$ cat config.mk
export PLATFORM = sky130hd
export DESIGN_NAME = uart_rx_fifo
export DESIGN_NICKNAME = d
export VERILOG_FILES = /design/src/rtl/uart_rx_fifo.sv
export SDC_FILE = /design/constraint.sdc
export NUM_CORES = 1
export LEC_CHECK = 0
export ABC_AREA = 1
export ABC_CLOCK_PERIOD_IN_PS = 11820
export CAP_MARGIN = 15
export CORE_MARGIN = 5
export CORE_UTILIZATION = 40
export CTS_CLUSTER_SIZE = 12
export DETAILED_ROUTE_END_ITERATION = 8
export GPL_TIMING_DRIVEN = 0
export SETUP_SLACK_MARGIN = 0.5
export SYNTH_ARGS = -nofsm -noshare
export SYNTH_HDL_FRONTEND = slang
export SYNTH_SLANG_ARGS = --single-unit
$ cat constraint.sdc
create_clock -name clk -period 11.82 [get_ports clk]
set_clock_uncertainty 0.2 [all_clocks]
set_input_delay 1.182 -clock clk [delete_from_list [all_inputs] [get_ports clk]]
set_output_delay 1.182 -clock clk [all_outputs]
set_load 0.02 [all_outputs]
$ cat src/rtl/uart_rx_fifo.sv
// rtl/uart_rx_fifo.sv - UART receive byte FIFO: FWFT head, level/watermark flags, sticky overrun
module uart_rx_fifo #(
  parameter int DATA_W   = 8,
  parameter int ADDR_W   = 4,
  parameter int AF_LEVEL = 12
) (
  input  logic              clk,
  input  logic              reset,
  input  logic              wr_en,
  input  logic [DATA_W-1:0] wr_data,
  input  logic              rd_en,
  output logic [DATA_W-1:0] rd_data,
  output logic              empty,
  output logic              full,
  output logic              almost_full,
  output logic [ADDR_W:0]   level,
  output logic              overrun,
  input  logic              ovr_clr
);

  localparam int              DEPTH    = 2 ** ADDR_W;
  localparam logic [ADDR_W:0] LVL_FULL = (ADDR_W + 1)'(DEPTH);
  localparam logic [ADDR_W:0] LVL_AF   = (ADDR_W + 1)'(AF_LEVEL);

  logic [DATA_W-1:0] mem [DEPTH];
  logic [ADDR_W-1:0] wr_ptr;
  logic [ADDR_W-1:0] rd_ptr;
  logic [ADDR_W:0]   level_q;
  logic              overrun_q;

  logic do_pop;
  logic do_wr;
  logic drop;

  // A pop frees a slot in the same cycle, so a write into a full FIFO is only
  // dropped when no pop accompanies it.
  assign do_pop = rd_en & ~empty;
  assign do_wr  = wr_en & (~full | do_pop);
  assign drop   = wr_en & ~do_wr;

  // Flags are pure decodes of the registered level counter.
  assign empty       = (level_q == '0);
  assign full        = (level_q == LVL_FULL);
  assign almost_full = (level_q >= LVL_AF);
  assign level       = level_q;
  assign overrun     = overrun_q;
  assign rd_data     = mem[rd_ptr];

  // Storage array; cleared on reset so the head reads as zero while empty.
  always_ff @(posedge clk or posedge reset) begin
    if (reset) begin
      for (int i = 0; i < DEPTH; i++) begin
        mem[i] <= '0;
      end
    end else if (do_wr) begin
      mem[wr_ptr] <= wr_data;
    end
  end

  // Pointers wrap naturally at 2**ADDR_W.
  always_ff @(posedge clk or posedge reset) begin
    if (reset) begin
      wr_ptr <= '0;
      rd_ptr <= '0;
    end else begin
      if (do_wr) begin
        wr_ptr <= wr_ptr + 1'b1;
      end
      if (do_pop) begin
        rd_ptr <= rd_ptr + 1'b1;
      end
    end
  end

  // Occupancy: simultaneous write and pop leave it unchanged.
  always_ff @(posedge clk or posedge reset) begin
    if (reset) begin
      level_q <= '0;
    end else begin
      case ({do_wr, do_pop})
        2'b10:   level_q <= level_q + 1'b1;
        2'b01:   level_q <= level_q - 1'b1;
        default: level_q <= level_q;
      endcase
    end
  end

  // Sticky overrun; a dropped write takes priority over a clear in the same cycle.
  always_ff @(posedge clk or posedge reset) begin
    if (reset) begin
      overrun_q <= 1'b0;
    end else if (drop) begin
      overrun_q <= 1'b1;
    end else if (ovr_clr) begin
      overrun_q <= 1'b0;
    end
  end

endmodule

==> metrics.cfg <==
[logic_synthesis]
syn_inst=1086
ys_top_cells_by_area=dfrtp_1 (45%), nand2_1 (22%), nand4_1 (10%), nand3_1 (7.1%), inv_1 (5.5%)
synth.distinct_cells=21
syn_area_um2=7870
synth_nets=1109
synth_flop_cell=dfrtp_1
synth_area_leader_cell=dfrtp_1
synth_top_area_share_pct=45.2
syn_avg_cell_area_um2=7.24
synth_edf_count=0
yosys_warnings=0
ys_seq_area_share_pct=45.2
ys_ff_latch=142
yosysMostFrequentCell=nand2_1
synthArstFlopShare_pct=100
synthTopCellsByCount=nand2_1 (454), dfrtp_1 (142), nand4_1 (128)

[status]
status=complete, no violations

[timing]
period_minus_slack_ns=4.20
worst_slew_pin_slew_ns=0.947
setup_tns_ns=0
fin_crit_sh_pct=35.5
setup_violations=0
worst_slack_ns=7.62
slew_violations=0
hold-worst-slack_ns=0.269
fmax_mhz=238
hold_viol_final=0
rsz0062_at_grt=false
slew_headroom_pct=36.9

[placed_design]
post-place-ws_ns=7.97
dp_hpwl_um=17600
dp_cells=1372
gp_congestion=0.987
place_area_um2=8430
io_buffers=20

[clock_network]
cts_setup_buffers=0
cts_resized=0
clock-sinks=142
cts_tree=built
cts-buffers-inserted=17
insertion_delay_ns=0.43
ctsLongestPathBuffers=2
path_clk_slew_ns=0.06
clock-root-buffer=clkbuf_16
cts_hold_buf=0
cts_max_level=4

[power_and_ir_drop]
peakVddDrop_mv=0.149
powerDensity_nw_per_um2=280
finalPower_mw=2.51
p_leak_nw=4.68

[floorplanning]
die_y_um=150
initial_core_util_pct=40.6
ios=30
rows=51
die_area_um2=22600
coreArea_um2=19400
die_x_um=150

[worst_hold_path]
hold_class=reg2reg

[cells_and_area]
nNetsFinal=1149
nFillCells=2004
drive_gt1_share_pct=8.52
stdcell_area_um2=8970
syn_to_final_growth_pct=14.0
diodes=0
final_util_pct=46.2
final_cells=1404

[grt]
grt_pass1_vias=6841
grt_antenna_before_repair=0
grt_usage_pct=23.3
grt_max_degree=83
grt_pass1_wl_um=39700
grt_overflow_total=0

[drt]
wl_per_cell_um=18.2
drt_iter0_markers=904
wl_um=25500
vias=7511
drtAntennaViolNets=0
drt_pass1_iterations=7
drt-vias-per-instance=5.35
drc_errors=0

[critical_path]
cp_max_fo=10
arrival_ns=2.82
crit_path_end_kind=output port
path_class=reg2out
startpoint_type=flop
cp.required_ns=10.44

[flow_run]
max_cap_viol_count=0

[cell type report]
type / count / area (um2) / area share (%)
multi-input combinational: 754 / 3550 / 39.6
sequential: 142 / 3550 / 39.6
inverter: 118 / 448 / 5.00
clock buffer: 18 / 439 / 4.90
tap: 265 / 332 / 3.70
buffer: 72 / 315 / 3.52
timing repair buffer: 21 / 228 / 2.54
clock inverter: 14 / 96.3 / 1.07
[per-layer routing]
metal	vias up	track usage [%]	wire length, um
met5	-	0	0
met4	0	8.74	732
met3	45	4.09	1850
met2	310	34.4	11300
met1	3574	34.2	11600
li1	3582	-	-
[critical path, cell delays in order, from the launching register on]
cell and delay (ns):
dfrtp_1 0.38, clkbuf_1 0.64, nand2_1 0.12, nand2_1 0.15, nand2_1 0.07, nand3_1 0.17
nand3_1 0.11, nand2_1 0.13, clkdlybuf4s50_1 0.62
[state kept, by name (all words and copies together), names as in the netlist]
register,count
overrun,1
mem,128
wr_ptr,4
level,5
rd_ptr,4
[final timing paths]
| check | cells past startpoint | slack [ns] | endpoint | from |
|---|---|---|---|---|
| min in group asynchronous | 2 | 1.00 | mem[82] | reset |
| max in group asynchronous | 3 | 9.62 | mem[34] | reset |
| hold / removal | 2 | 0.27 | mem[12] | mem[12] |
| hold reg to reg | 2 | 0.27 | mem[12] | mem[12] |
| setup reg to reg | 12 | 9.03 | level[4] | level[0] |
| setup / recovery | 8 | 7.62 | rd_data[0] | rd_ptr[0] |
[cell families (layout without fill, tap and decap cells)]
| kind of cell | Yosys count | in the layout | share of synthesized area, % |
|---|---|---|---|
| AND/OR/NAND/NOR | 727 | 727 | 42.1 |
| AO/OA/AOI/OAI | 10 | 10 | 0.636 |
| XOR/XNOR | 7 | 7 | 0.779 |
| buffers and inverters | 190 | 243 | 9.64 |
| flip-flops | 142 | 142 | 45.2 |
| adder cells (fa/ha/maj) | 10 | 10 | 1.69 |
[cell usage in the layout, fill, tap and decap left out, types with 2 or more instances in the layout]
cell type / synthesis / layout
buf_1: 5 / 5
clkinvlp_4: 0 / 3
nand2_1: 454 / 454
clkbuf_1: 33 / 33
o21ai_0: 6 / 6
clkinv_2: 0 / 6
buf_2: 33 / 33
clkinv_4: 0 / 4
inv_1: 116 / 115
nand4_1: 128 / 128
clkdlybuf4s50_1: 0 / 20
a21oi_1: 4 / 4
nor2_2: 18 / 18
ha_1: 9 / 9
xor2_1: 5 / 5
clkbuf_16: 0 / 17
nor2_1: 4 / 4
dfrtp_1: 142 / 142
nand3_1: 112 / 112
xnor2_1: 2 / 2
clkinv_1: 2 / 2
inv_6: 0 / 2
nand3_2: 9 / 9
[where the power goes]
group	switching [mW]	internal, mW
sequential	0.136	0.707
combinational	0.781	0.392
clock	0.222	0.272
total	1.14	1.37
No activity file was read; power rests on OpenSTA's default activity.
==> RTL change: new RTL, same flow settings <==
`DATA_W`: 8 -> 7.
--- a/src/rtl/uart_rx_fifo.sv
+++ b/src/rtl/uart_rx_fifo.sv
@@ -2,3 +2,3 @@
 module uart_rx_fifo #(
-  parameter int DATA_W   = 8,
+  parameter int DATA_W   = 7,
   parameter int ADDR_W   = 4,
Interface: changed (resized rd_data and wr_data); port bits go from 30 to 28. No check against the original RTL was run, so the function may have changed too.
==> RTL change against the original RTL <==
Wire length is 11% lower; worst setup slack improved by 0.11 ns; synthesized cell count down 11%; non-clock buffer count decreased by 9; total power is 5.9% lower; design area fell by 7.3%; clock power grew 6.7%; synthesized area shrank 8.0%; sequential cell count decreased by 16; critical path type unchanged.
==> RTL change: results (changes against the original RTL) <==
Hold_ws: 0.2671 ns (was 0.2687 ns)
Distinct cells, synth: 24 (was 21)
Total wire length: 22710 µm (was 25510 µm)
GP Congestion: 0.9013 (was 0.9871)
Top post-synthesis cells by count: 397 x nand2_1, 126 x dfrtp_1, 113 x nand4_1 (was 454 x nand2_1, 142 x dfrtp_1, 128 x nand4_1)
Vias in the first global route: 6482 (was 6841)
Placed cells: 1218 (was 1372)
Gr usage total: 0.2306 (was 0.2330)
Fillers: 1859 (was 2004)
Max IR drop VDD: 0.0001485 V (about the same)
Slowest cell on the critical path: clkdlybuf4s50_1 (was clkbuf_1)
Post-Synthesis Net Count: 991 (was 1109)
Reg-to-reg slack, setup: 9.16 ns (was 9.03 ns)
Grt met1 use: 0.3126 (was 0.3421)
Min-delay src: mem[80] (was mem[12])
Met3 wire len: 1506 µm (was 1852 µm)
Largest register FFs: 112 (was 128)
End of the worst hold path: mem[80] (was mem[12])
Post-DP HPWL: 15360 µm (was 17630 µm)
GR Util met2: 0.3604 (was 0.3438)
Avg WL per Cell: 18.21 µm (was 18.17 µm)
P_leak: 4.254 nW (was 4.676 nW)
WP data arrival: 2.70 ns (was 2.82 ns)
First-pass GRT wire length: 36290 µm (was 39730 µm)
Register area share after synthesis: 0.4358 (was 0.4517)
Placed Area: 7744 µm² (was 8431 µm²)
1st-pass router iterations: 5 (was 7)
Dpl ws: 8.088 ns (was 7.969 ns)
Met1 wire length: 10040 µm (was 11590 µm)
Status: completed (unchanged)
Met2 wire len: 10500 µm (was 11330 µm)
[RTL change: cell count changes in the layout (fill, tap and decap cells not counted), moves of 4 or more]
cell | before | now
nand2_1 | 454 | 397
nand3_1 | 112 | 93
dfrtp_1 | 142 | 126
nor2_2 | 18 | 2
nor2_4 | 0 | 16
nand4_1 | 128 | 113
inv_1 | 115 | 101
nand3_4 | 0 | 8
buf_2 | 33 | 27
nand2_4 | 0 | 5
clkinv_4 | 4 | 0
[RTL change: logic make-up after synthesis]
| kind of cell | count (synthesis) | share of synthesized area |
|---|---|---|
| simple gates | 646 | 0.4350 |
| buf+inv | 170 | 0.09547 |
| flops | 126 | 0.4358 |
| compound gates | 10 | 0.006918 |
| fa+ha+maj | 10 | 0.01833 |
| xor+xnor | 7 | 0.008475 |
[RTL change: power by group]
part           switching [mW]  leakage, nW  internal (mW)
clock network           0.197        0.278          0.332
registers               0.125         1.62          0.628
logic                   0.716         2.36          0.365
[RTL change: worst max-delay path by stage]
| stage | depth (start not counted) | startpoint | end | slack [ns] |
|---|---|---|---|---|
| after detailed placement | 13 | rd_en | level[4] | 8.09 |
| after global placement | 2 | reset | mem[105] | 5.00 |
| final | 7 | rd_ptr[1] | rd_data[4] | 7.74 |
| after CTS | 7 | rd_ptr[1] | rd_data[4] | 7.77 |
| after floorplan | 1 | reset | level[0] | 7.08 |
| after global routing | 7 | rd_ptr[1] | rd_data[6] | 7.61 |
[RTL change: cell type report]
type,count,area (µm²),share of cell area
buffer,64,292.8,0.03523
clock buffer,21,450.4,0.05419
clock inverter,8,117.6,0.01415
inverter,106,402.9,0.04847
multi-input combinational,673,3391,0.4079
sequential,126,3153,0.3793
tap,229,286.5,0.03447
timing repair buffer,20,217.7,0.02619
